$ cat src/rtl/r6_sum_ctrl_pkg.sv
`default_nettype none
// ============================================================================
// Module      : r6_sum_ctrl_pkg
// Description : Shared state encoding and default constants for the R6 sequencer.
// Revision    : 1.0 - initial release
// ============================================================================
package r6_sum_ctrl_pkg;

    typedef enum logic [1:0] {
        ST_IDLE  = 2'd0,
        ST_RUN   = 2'd1,
        ST_DRAIN = 2'd2
    } state_t;

    localparam int c_PIPE_LAT = 5;
    localparam int c_KSIZE    = 13;
    localparam int c_CNT_W    = 10;

endpackage
`default_nettype wire

$ cat src/rtl/r6_valid_delay.sv
`default_nettype none
// ============================================================================
// Module      : r6_valid_delay
// Description : Fixed-depth shift register of {valid, data} with synchronous clear.
// Revision    : 1.0 - initial release
// ============================================================================
module r6_valid_delay #(
    parameter int DEPTH  = 5,
    parameter int DATA_W = 10
) (
    input  logic              clk,
    input  logic              rst,
    input  logic              clr,
    input  logic              valid_in,
    input  logic [DATA_W-1:0] data_in,
    output logic              valid_out,
    output logic [DATA_W-1:0] data_out,
    output logic              any_valid
);

    logic [DEPTH-1:0]  r_vld;
    logic [DATA_W-1:0] r_dat [DEPTH];

    always_ff @(posedge clk) begin
        if (rst || clr) begin
            for (int i = 0; i < DEPTH; i++) begin
                r_vld[i] <= 1'b0;
                r_dat[i] <= '0;
            end
        end else begin
            r_vld[0] <= valid_in;
            r_dat[0] <= data_in;
            for (int i = 1; i < DEPTH; i++) begin
                r_vld[i] <= r_vld[i-1];
                r_dat[i] <= r_dat[i-1];
            end
        end
    end

    assign valid_out = r_vld[DEPTH-1];
    assign data_out  = r_dat[DEPTH-1];
    assign any_valid = |r_vld;

endmodule
`default_nettype wire

$ cat src/rtl/r6_sum_ctrl.sv
`default_nettype none
// ============================================================================
// Module      : r6_sum_ctrl
// Description : Frame sequencer generating pipeline-aligned enables for the R6
//               13-tap column-sum / sliding-window accumulator datapath.
// Revision    : 1.0 - initial release
// ============================================================================
module r6_sum_ctrl
    import r6_sum_ctrl_pkg::*;
#(
    parameter int COLS     = 11,
    parameter int ROWS     = 11,
    parameter int KSIZE    = c_KSIZE,
    parameter int PIPE_LAT = c_PIPE_LAT
) (
    input  logic                clk,
    input  logic                rst,
    input  logic                start_i,
    input  logic                valid_i,
    output logic                ld_en,
    output logic                sum_en,
    output logic                cum_en,
    output logic                count_en,
    output logic                start_en,
    output logic                valid_o,
    output logic [c_CNT_W-1:0]  col_o,
    output logic [c_CNT_W-1:0]  row_o,
    output logic                busy_o,
    output logic                done_o,
    output logic                err_o
);

    localparam int                c_DW       = 1 + 2 * c_CNT_W;
    localparam logic [c_CNT_W-1:0] c_COL_LAST = c_CNT_W'(COLS - 1);
    localparam logic [c_CNT_W-1:0] c_ROW_LAST = c_CNT_W'(ROWS - 1);
    localparam logic [c_CNT_W-1:0] c_K_CUM    = c_CNT_W'(KSIZE);
    localparam logic [c_CNT_W-1:0] c_K_WIN    = c_CNT_W'(KSIZE - 1);

    state_t             r_state;
    state_t             w_state_nxt;
    logic [c_CNT_W-1:0] r_in_col;
    logic [c_CNT_W-1:0] r_in_row;
    logic               r_sup;
    logic               r_err;
    logic               r_done;
    logic               r_valid_o;
    logic [c_CNT_W-1:0] r_col_o;
    logic [c_CNT_W-1:0] r_row_o;

    logic               w_accept;
    logic               w_gap;
    logic               w_ign;
    logic               w_start;
    logic               w_done;
    logic               w_bad_in;
    logic               w_d_valid;
    logic               w_d_any;
    logic [c_DW-1:0]    w_d_data;
    logic               w_d_bad;
    logic [c_CNT_W-1:0] w_d_row;
    logic [c_CNT_W-1:0] w_d_col;

    always_ff @(posedge clk) begin
        if (rst) r_state <= ST_IDLE;
        else     r_state <= w_state_nxt;
    end

    always_comb begin
        w_state_nxt = r_state;
        w_accept    = 1'b0;
        w_gap       = 1'b0;
        w_ign       = 1'b0;
        w_start     = 1'b0;
        w_done      = 1'b0;
        case (r_state)
            ST_IDLE: begin
                if (start_i) begin
                    w_start     = 1'b1;
                    w_state_nxt = ST_RUN;
                end else if (valid_i) begin
                    w_ign = 1'b1;
                end
            end
            ST_RUN: begin
                if (valid_i) begin
                    w_accept = 1'b1;
                    if (r_in_col == c_COL_LAST && r_in_row == c_ROW_LAST)
                        w_state_nxt = ST_DRAIN;
                end else if (r_in_col != '0) begin
                    w_gap = 1'b1;
                end
            end
            ST_DRAIN: begin
                w_ign = valid_i;
                // Pipeline empty now; the accumulator register emits its last window this cycle.
                if (!w_d_any) begin
                    w_done      = 1'b1;
                    w_state_nxt = ST_IDLE;
                end
            end
            default: w_state_nxt = ST_IDLE;
        endcase
    end

    always_ff @(posedge clk) begin
        if (rst) begin
            r_in_col <= '0;
            r_in_row <= '0;
            r_sup    <= 1'b0;
            r_err    <= 1'b0;
            r_done   <= 1'b0;
        end else begin
            r_done <= w_done;
            if (w_start) begin
                r_in_col <= '0;
                r_in_row <= '0;
                r_sup    <= 1'b0;
                r_err    <= 1'b0;
            end
            if (w_accept) begin
                if (r_in_col == '0) r_sup <= 1'b0;
                if (r_in_col == c_COL_LAST) begin
                    r_in_col <= '0;
                    if (r_in_row != c_ROW_LAST) r_in_row <= r_in_row + 1'b1;
                end else begin
                    r_in_col <= r_in_col + 1'b1;
                end
            end
            if (w_gap) begin
                r_err <= 1'b1;
                r_sup <= 1'b1;
            end
            if (w_ign) r_err <= 1'b1;
        end
    end

    // Windows after a mid-row gap would mix stale subtract-line data; tag them.
    assign w_bad_in = r_sup & (r_in_col != '0);

    r6_valid_delay #(
        .DEPTH  (PIPE_LAT),
        .DATA_W (c_DW)
    ) u_delay (
        .clk       (clk),
        .rst       (rst),
        .clr       (w_start),
        .valid_in  (w_accept),
        .data_in   ({w_bad_in, r_in_row, r_in_col}),
        .valid_out (w_d_valid),
        .data_out  (w_d_data),
        .any_valid (w_d_any)
    );

    assign {w_d_bad, w_d_row, w_d_col} = w_d_data;

    assign sum_en   = w_d_valid;
    assign count_en = w_d_valid;
    assign ld_en    = w_d_valid & (w_d_col == '0);
    assign start_en = ld_en;
    assign cum_en   = w_d_valid & (w_d_col >= c_K_CUM);

    always_ff @(posedge clk) begin
        if (rst) begin
            r_valid_o <= 1'b0;
            r_col_o   <= '0;
            r_row_o   <= '0;
        end else begin
            r_valid_o <= w_d_valid & (w_d_col >= c_K_WIN) & ~w_d_bad;
            r_col_o   <= (w_d_valid & (w_d_col >= c_K_WIN) & ~w_d_bad) ? w_d_col : '0;
            if (w_start)        r_row_o <= '0;
            else if (w_d_valid) r_row_o <= w_d_row;
        end
    end

    assign valid_o = r_valid_o;
    assign col_o   = r_col_o;
    assign row_o   = r_row_o;
    assign busy_o  = (r_state != ST_IDLE);
    assign done_o  = r_done;
    assign err_o   = r_err;

endmodule
`default_nettype wire

$ cat config.mk
export PLATFORM = sky130hd
export DESIGN_NAME = r6_sum_ctrl
export DESIGN_NICKNAME = d
export VERILOG_FILES = /design/src/rtl/r6_sum_ctrl_pkg.sv /design/src/rtl/r6_valid_delay.sv /design/src/rtl/r6_sum_ctrl.sv
export SDC_FILE = /design/constraint.sdc
export NUM_CORES = 1
export LEC_CHECK = 0
export ABC_CLOCK_PERIOD_IN_PS = 2150
export BUFFER_PORTS_ARGS = -buffer_cell sky130_fd_sc_hd__buf_4
export CAP_MARGIN = 20
export CORE_MARGIN = 2
export CORE_UTILIZATION = 30
export DETAILED_ROUTE_END_ITERATION = 16
export GPL_TIMING_DRIVEN = 1
export PLACE_DENSITY_LB_ADDON = 0.05
export SYNTH_ARGS = -nofsm -noshare
export SYNTH_HDL_FRONTEND = slang
export SYNTH_SLANG_ARGS = --single-unit
$ cat constraint.sdc
create_clock -name clk -period 2.15 [get_ports clk]
set_input_delay 0.1075 -clock clk [delete_from_list [all_inputs] [get_ports clk]]
set_output_delay 0.1075 -clock clk [all_outputs]
set_load 0.05 [all_outputs]
# ---- Word level (Yosys, flattened, before mapping)
# Memories as Yosys holds them, arrays and structs flattened.
# Cells that the tools add are included.
dict set report totals {
  romBits 0
  reg_bits 51
  input_bits 4
  mem_bits_rw 105
  latchBits 0
  memories 1
}
# name words word_bits rd rd_ports_with_merged_regs wr line
set mem_list {}
lappend mem_list {u_delay.r_dat 5 21 5 0 5 r6_valid_delay.sv:22} ;# logic [DATA_W-1:0] r_dat [DEPTH];
dict set report op_classes {
  n_div 0
  order_cmp 2
  mul 0
  add_sub_neg 2
  mux 37
  shift 0
  eq_ne 9
  reduce_logical 14
  bitwise 13
}
# op count
set op_table {}
lappend op_table {{21-bit 2-to-1 mux} 5}
lappend op_table {{10-bit 2-to-1 mux} 7}
lappend op_table {{10-bit by 1-bit adder with 10-bit output, second input constant} 2}
lappend op_table {{10-bit by 4-bit == test with 1-bit output, second input constant} 2}
lappend op_table {{10-bit by 4-bit >= comparator with 1-bit output, second input constant} 2}
lappend op_table {{10-bit zero test} 2}
lappend op_table {{1-bit 2-to-1 mux} 19}
lappend op_table {{10-bit by 4-bit inequality test with 1-bit output, second input constant} 1}
lappend op_table {{10-bit nonzero test} 1}
lappend op_table {{2-bit 2-to-1 mux} 4}
lappend op_table {{2-bit inequality test, second input constant} 4}
lappend op_table {{2-bit case mux with 3 select lines} 1}
lappend op_table {{2-bit OR reduction} 3}
lappend op_table {{1-bit bitwise AND} 5}
lappend op_table {{1-bit OR} 5}
lappend op_table {{5-bit OR reduction} 1}
lappend op_table {{4-bit AND reduction} 1}
lappend op_table {{2-bit nonzero test} 2}
lappend op_table {{1-bit NOT} 3}
lappend op_table {{3-bit nonzero test} 1}
lappend op_table {{2-bit by 1-bit == test with 1-bit output, second input constant} 1}
lappend op_table {{2-bit == test, second input constant} 1}
lappend op_table {{2-bit zero test} 1}
lappend op_table {{1-bit case mux with 2 select lines} 1}
lappend op_table {{other kinds (2)} 2}

# ---- Depth between registers and ports, before layout
# Gate-level depths: netlist of the first run.
dict set report logic_depth {
  word_depth 6
  depth_mapped 7
}

# ---- Modules after synthesis
# Synthesis of the first run repeated with hierarchy kept, for this count alone.
dict set report unflattened {
  cells_unflattened 493
  area_unflattened_um2 5397.7
}
# module instances seq_area_each_um2 cells_each area_per_inst_um2
set modules_own_cells {}
lappend modules_own_cells {r6_valid_delay 1 2202.1 257 3244.4}
lappend modules_own_cells {r6_sum_ctrl 1 920.9 236 2153.3}

# ---- Worst setup path before layout of the first run
# No wires, ideal clock.
dict set report synth_timing {
  path_type {register to output}
  startpoint {register u_delay.r_vld[4]}
  endpoint {output port cum_en}
  required_ns 2.043
  t_arrival_ns 2.502
  path_stages_with_launch 4
  slack_ns -0.460
  cell_sequence {dfxtp_1 -> clkbuf_1 -> buf_1 -> a21boi_0}
}
dict set report synth_between {
  elab_chain_len 1
}
# element line
set synth_lines {}
lappend synth_lines {{start: declaration} r6_valid_delay.sv:21} ;# logic [DEPTH-1:0] r_vld;
lappend synth_lines {{start signal: indexed assignment} r6_valid_delay.sv:34} ;# r_vld[i] <= r_vld[i-1];
lappend synth_lines {{1-bit bitwise AND} r6_sum_ctrl.sv:160} ;# assign cum_en = w_d_valid & (w_d_col >= c_K_CUM);
lappend synth_lines {{end: declaration} r6_sum_ctrl.sv:22} ;# output logic cum_en,
# No other way between the ends.

==> run summary, run 1 <==
outcome: finished, final reports clean
LEAKAGE: 2.84 nW
area grow syn2layout: 21.2%
clock sink count: 156
setup TNS: 0 ns
mux cell area share after synthesis: 1.94%
crit share post-route: 93.3%
hpwl dp: 6070 um
share of cells above drive strength 1: 16.8%
# setup viols final: 0
vias in the first global route: 3350
input/output buffers: 32
combinational power share: 2.8%
Warnings, synthesis: 0
grt met1 use: 14.7%
routed length per placed instance: 12.9 um
clock root buffer: clkbuf_16
Slew HR: 63.4%
GRT Util Overall: 11.5%
Via-to-Cell Ratio: 4.55
sequential cell fraction of total power: 48.3%
Yosys cell types: 47
ANT cells: 0
power density over cell area: 959 nW/um^2
Post-Synthesis Cell Area: 5170 um^2
register clock-pin slew on the reported worst setup and hold paths: 0.06 ns
xor-xnor portion of the synthesized cell area: 0.508%
DR DRC count: 0
std cell rows: 47
antenna violations before repair: 0
syn avg cell area: 10.5 um^2
clock buffer depth: 2
cell-internal power: 4.67 mW
dpl cells: 721
pin count of the biggest net entering global routing: 62
max-capacitance violation count: 0
CP required: 2.04 ns
power after layout: 6.01 mW
most frequent cells in the layout: dfxtp_1 (156), and3_1 (111), buf_4 (48), nor2_1 (24), clkbuf_16 (17)
Sw Share: 22.3%
Hold Vio Cnt, Final: 0
clk_skew: 0.00896 ns
worst vdd ir: 0.000543 V
clock share of power: 48.8%
die height: 135 um
Die ar.: 18300 um^2
Switch Pwr: 1.34 mW
Global Route met3 Usage: 3.48%
core outline area: 16700 um^2
fin crit period: 2.01 ns
startpoint type of the worst setup path: register
Async S/R FF share, synth: 0%
DRT iter0 DRCs: 211
GRT overflow: 0
busiest grt layer: met2
Final Cell Area: 6270 um^2
largest family of logic cells by synthesized area: simple AND/OR/NAND/NOR gates
GP Congestion: 0.744
Worst Setup Path Type: register to primary output
Layout Cells excl Fill: 755
placed cell areas: 5650 um^2
Post-Synth Adder-Cell Area: 1.21%
Max Slew Vio Count: 0
ANT nets after route: 0
Die W: 135 um
WL final: 9760 um
first-pass GRT wire length: 16400 um
Via Count: 3436
total I/O pin count: 33
CP Capture Type: primary output
synthesized flop and latch total: 156
CTS tree: built
Worst Path Arrival: 1.90 ns
Post-synth EDFFs: 0
worst skew pair latency: 0.42 ns
drt pass-1 iters: 4
nets: 531
H-tree levels: 4
sequential fraction of the synthesis area: 60.4%
most common cell after layout, fill and taps aside: dfxtp_1
Final Core Density: 37.5%
fraction of the mapped netlist area in simple logic gates: 25.8%
Hold Crit Class: input pin to register
Critical Path Fanout Max: 3
initial core utilization: 30.9%
top_reg_cell synth: dfxtp_1
cts bufs inserted: 17
Slew @ Worst Pin: 0.549 ns
Mapped Nets: 503
Synth Area in Compound Gates: 6.51%
Max Freq: 499 MHz
Mapped Cells: 494
M2 GR Usage: 17.5%
RSZ-0062 raised after global routing: no
## synth_stat cells, types with 4 or more instances
master,n,area [um^2]
dfxtp_1,156,3120
and3_1,112,701
clkbuf_1,36,135
nor2_1,24,90.1
nand2_1,13,48.8
and2_1,12,75.1
nand3_1,11,55.1
mux2i_1,10,100
a21oi_1,9,45.0
nor3_1,8,40.0
a31oi_1,6,37.5
inv_1,6,22.5
nand4_1,6,37.5
o211ai_1,6,45.0
o21ai_0,6,30.0
ha_1,5,62.6
nand3b_1,5,37.5
nor2b_1,5,31.3
nor4_1,5,31.3
or3_1,5,31.3
nand2b_1,4,25.0
or4_1,4,30.0
## layout make-up
cell class	instances	area, um^2
flip-flops and latches	156	3120
fillers	1688	10400
well taps	220	275
repair buffers	50	380
clock buffers	17	425
clock inverters	15	160
inverters	6	22.5
multi-input cells	291	1880
## worst paths after layout
path	endpoint	from	slack, ns	cells past startpoint
max	start_en	u_delay.r_dat[0][91]$_SDFF_PP0_	0.14	4
min	r_state[0]$_SDFFE_PP0P_	start_i	0.23	3
max reg2reg	r_state[1]$_SDFFE_PP0P_	r_in_col[6]$_SDFFE_PP0P_	0.18	4
min reg2reg	col_o[5]$_SDFF_PP0_	u_delay.r_dat[0][89]$_SDFF_PP0_	0.45	1
## worst max-delay path, cell delays in order (launching register included)
cell and delay (ns):
dfxtp_1 0.30, or4_1 0.57, nor3_4 0.19, and3_2 0.22
buf_4 0.19
## layer usage
layer | up-vias | routed length (um)
met4 | 0 | 178
met1 | 1573 | 5010
li1 | 1798 | -
met2 | 51 | 4220
met5 | - | 0
met3 | 14 | 360
## logic make-up (layout without fill, tap and decap cells)
group	Yosys count	count (layout)
flip-flops	156	156
AO/OA/AOI/OAI	48	48
buffers and inverters	47	88
adder cells (fa/ha/maj)	5	5
multiplexers	10	10
AND/OR/NAND/NOR	225	225
XOR/XNOR	3	3
## registers in the layout (all words and copies together) (netlist names)
signal and cells:
col_o 10, r_sup 1, row_o 10, u_delay.r_dat 105, done_o 1, r_state 2, r_in_col 10, err_o 1
u_delay.r_vld 5, r_in_row 10, valid_o 1
## per-stage QoR
step	hold WS, ns	setup slack (ns)
final	0.231	0.145
after global routing	0.237	0.0156
after CTS	0.209	0.0664
after detailed placement	0.412	0.0852
after global placement	0.409	0.103
after floorplan	0.299	0.0433
## power by group through the flow
| stage | Sequential [mW] | Clock, mW | Combinational, mW |
|---|---|---|---|
| after floorplan | 2.97 | 0 | 0.113 |
| after global placement | 2.97 | 0 | 0.172 |
| final | 2.90 | 2.93 | 0.171 |
| after CTS | 2.90 | 3.04 | 0.175 |
| after global routing | 2.90 | 3.16 | 0.193 |
| after detailed placement | 2.97 | 0 | 0.172 |
## timing repair
action / in CTS / in global routing
resized for setup: 1 / 2
endpoints found under the setup margin: 2 / 3
endpoints found under the hold margin: 3 / 0
hold buffers: 2 / 0
buffers inserted: 0 / 0
Note: power is estimated with default switching activity, not from simulation.
==> run 2: changes to the inputs <==
--- a/config.mk
+++ b/config.mk
@@ -13,6 +13,7 @@
 export DETAILED_ROUTE_END_ITERATION = 16
 export GPL_TIMING_DRIVEN = 1
 export PLACE_DENSITY_LB_ADDON = 0.05
+export RECOVER_POWER = 100
 export SYNTH_ARGS = -nofsm -noshare
 export SYNTH_HDL_FRONTEND = slang
 export SYNTH_SLANG_ARGS = --single-unit
==> run 2 against run 1 <==
Setup slack got worse by 0.0086 ns; fmax decreased by 0.43%; clock-buffer cell count unchanged; routed wire length increased by 0.46%; worst hold slack about the same; sequential power about the same; critical endpoint is now r_in_col[3]$_SDFFE_PP0P_.
==> run summary, run 2 (synthesized netlist as in run 1, its figures left out) <==
GP Congestion: 0.744 (unchanged)
input/output buffers: 32 (unchanged)
initial core utilization: 30.9% (unchanged)
worst skew pair latency: 0.42 ns (about the same)
drt pass-1 iters: 5 (was 4)
die height: 135 um (unchanged)
ANT cells: 0 (unchanged)
GRT overflow: 0 (unchanged)
max reg flops: 105 (unchanged)
total I/O pin count: 33 (unchanged)
std cell rows: 47 (unchanged)
reg2reg setup slack: 0.14 ns (was 0.18 ns)
Max Freq: 497 MHz (was 499 MHz)
H-tree levels: 4 (unchanged)
worst vdd ir: 0.000542 V (was 0.000543 V)
clock sink count: 156 (unchanged)
setup bufs post-CTS: 0 (unchanged)
CP peak stage delay: 0.58 ns (was 0.57 ns)
pin count of the biggest net entering global routing: 62 (unchanged)
WP depth: 5 (was 4)
Final Cell Area: 6150 um^2 (was 6270 um^2)
Slew HR: 60.1% (was 63.4%)
Top reg by flops: u_delay.r_dat (unchanged)
routed length per placed instance: 13.0 um (was 12.9 um)
Hold Crit Class: input pin to register (unchanged)
Via-to-Cell Ratio: 4.59 (was 4.55)
vias in the first global route: 3350 (unchanged)
most frequent cells in the layout: dfxtp_1 (156), and3_1 (111), clkbuf_1 (27), nor2_1 (24) (was dfxtp_1 (156), and3_1 (111), buf_4 (48), nor2_1 (24), clkbuf_16 (17))
clock root buffer: clkbuf_16 (unchanged)
hpwl dp: 6070 um (unchanged)
clk_skew: 0.00822 ns (was 0.00896 ns)
max-capacitance violation count: 0 (unchanged)
LEAKAGE: 2.72 nW (was 2.84 nW)
setup TNS: 0 ns (unchanged)
Hold Vio Cnt, Final: 0 (unchanged)
Via Count: 3462 (was 3436)
cts bufs inserted: 17 (unchanged)
DRT iter0 DRCs: 233 (was 211)
share of cells above drive strength 1: 11.6% (was 16.8%)
Hold Path Stages: 3 (unchanged)
reg-to-reg startpoint: r_in_col[6]$_SDFFE_PP0P_ (unchanged)
placed cell areas: 5650 um^2 (unchanged)
GRT Util Overall: 11.5% (unchanged)
CP required: 2.46 ns (was 2.04 ns)
core outline area: 16700 um^2 (unchanged)
power density over cell area: 975 nW/um^2 (was 959 nW/um^2)
Die ar.: 18300 um^2 (unchanged)
startpoint type of the worst setup path: register (unchanged)
RSZ-0062 raised after global routing: no (unchanged)
CP cell instances: or4_4, o31ai_1, clkbuf_1, nor2_1, a32o_1 (was or4_1, nor3_4, and3_2, buf_4)
nets: 531 (unchanged)
ANT nets after route: 0 (unchanged)
Min Hold Slack: 0.231 ns (about the same)
Critical Path Fanout Max: 10 (was 3)
WL final: 9810 um (was 9760 um)
Layout fillers: 1716 (was 1688)
RR Endpoint: r_in_col[3]$_SDFFE_PP0P_ (was r_state[1]$_SDFFE_PP0P_)
Worst Setup Path Type: register to register (was register to primary output)
# setup viols final: 0 (unchanged)
CTS tree: built (unchanged)
outcome: finished, final reports clean (unchanged)
WP buf/inv: 1 (unchanged)
most common cell after layout, fill and taps aside: dfxtp_1 (unchanged)
Die W: 135 um (unchanged)
Worst Path Arrival: 2.32 ns (was 1.90 ns)
Worst Reg2Reg Path Length in Cells: 5 (was 4)
worst setup path endpoint: r_in_col[3]$_SDFFE_PP0P_ (was start_en)
antenna violations before repair: 0 (unchanged)
CP top delay family: simple AND/OR/NAND/NOR gates (unchanged)
DR DRC count: 0 (unchanged)
Worst path slowest cell: or4_4 (was or4_1)
first-pass GRT wire length: 16400 um (unchanged)
area grow syn2layout: 19.0% (was 21.2%)
clock buffer depth: 2 (unchanged)
register clock-pin slew on the reported worst setup and hold paths: 0.06 ns (about the same)
Worst Setup SP: r_in_col[6]$_SDFFE_PP0P_ (was u_delay.r_dat[0][91]$_SDFF_PP0_)
Max Slew Vio Count: 0 (unchanged)
CP Capture Type: register (was primary output)
fin crit period: 2.01 ns (about the same)
Slew @ Worst Pin: 0.601 ns (was 0.549 ns)
crit share post-route: 93.7% (was 93.3%)
[run 2: worst min-delay path by stage]
stage	from	to	slack, ns
after global placement	rst	r_in_col[1]$_SDFFE_PP0P_	0.41
after floorplan	valid_i	r_sup$_SDFF_PP0_	0.30
after global routing	start_i	r_state[0]$_SDFFE_PP0P_	0.24
after detailed placement	rst	r_in_col[0]$_SDFFE_PP0P_	0.41
after CTS	start_i	r_state[0]$_SDFFE_PP0P_	0.21
final	start_i	r_state[0]$_SDFFE_PP0P_	0.23
[run 2: area by class of cell]
class	count	area, um^2	share of cell area, %
timing repair buffer	50	272	4.41
clock inverter	15	160	2.60
sequential	156	3120	50.8
inverter	6	22.5	0.366
multi-input combinational	291	1870	30.5
tap	220	275	4.47
clock buffer	17	425	6.91
[run 2: through the flow]
step,util [%],std cells,power (mW),setup slack (ns)
4_1_cts,37.5,755,6.11,0.0664
6_report,36.8,755,6.00,0.136
5_1_grt,36.8,755,6.25,0.0129
3_5_place_dp,33.8,721,3.14,0.0852
2_1_floorplan,-,494,3.08,0.0433
3_3_place_gp,33.8,721,3.14,0.103
[run 2: timing repair]
action	4_1_cts	5_1_grt
endpoints found under the setup margin	2	3
gates resized for setup	1	2
endpoints found under the hold margin	3	0
hold buffers	2	0
[run 2: metal layers]
metal	part of all wire (%)	wire (um)	track usage [%]
met1	51	4990	14.7
met2	43	4210	17.5
met3	4.3	424	3.48
met4	1.9	189	5.79
met5	0	0	0
[run 2: worst reg2reg max path, cell delays in order, from the launching register on]
cell and delay [ns]:
dfxtp_1 0.35, or4_4 0.58, o31ai_1 0.25, clkbuf_1 0.38, nor2_1 0.12, a32o_1 0.22
[run 2: power breakdown]
part	leakage [nW]	internal, mW	total, mW	switching, mW
Combinational	1.17	0.0357	0.166	0.130
Sequential	1.26	2.90	2.90	0.00553
Clock	0.291	1.73	2.93	1.20
Total	2.72	4.66	6.00	1.34
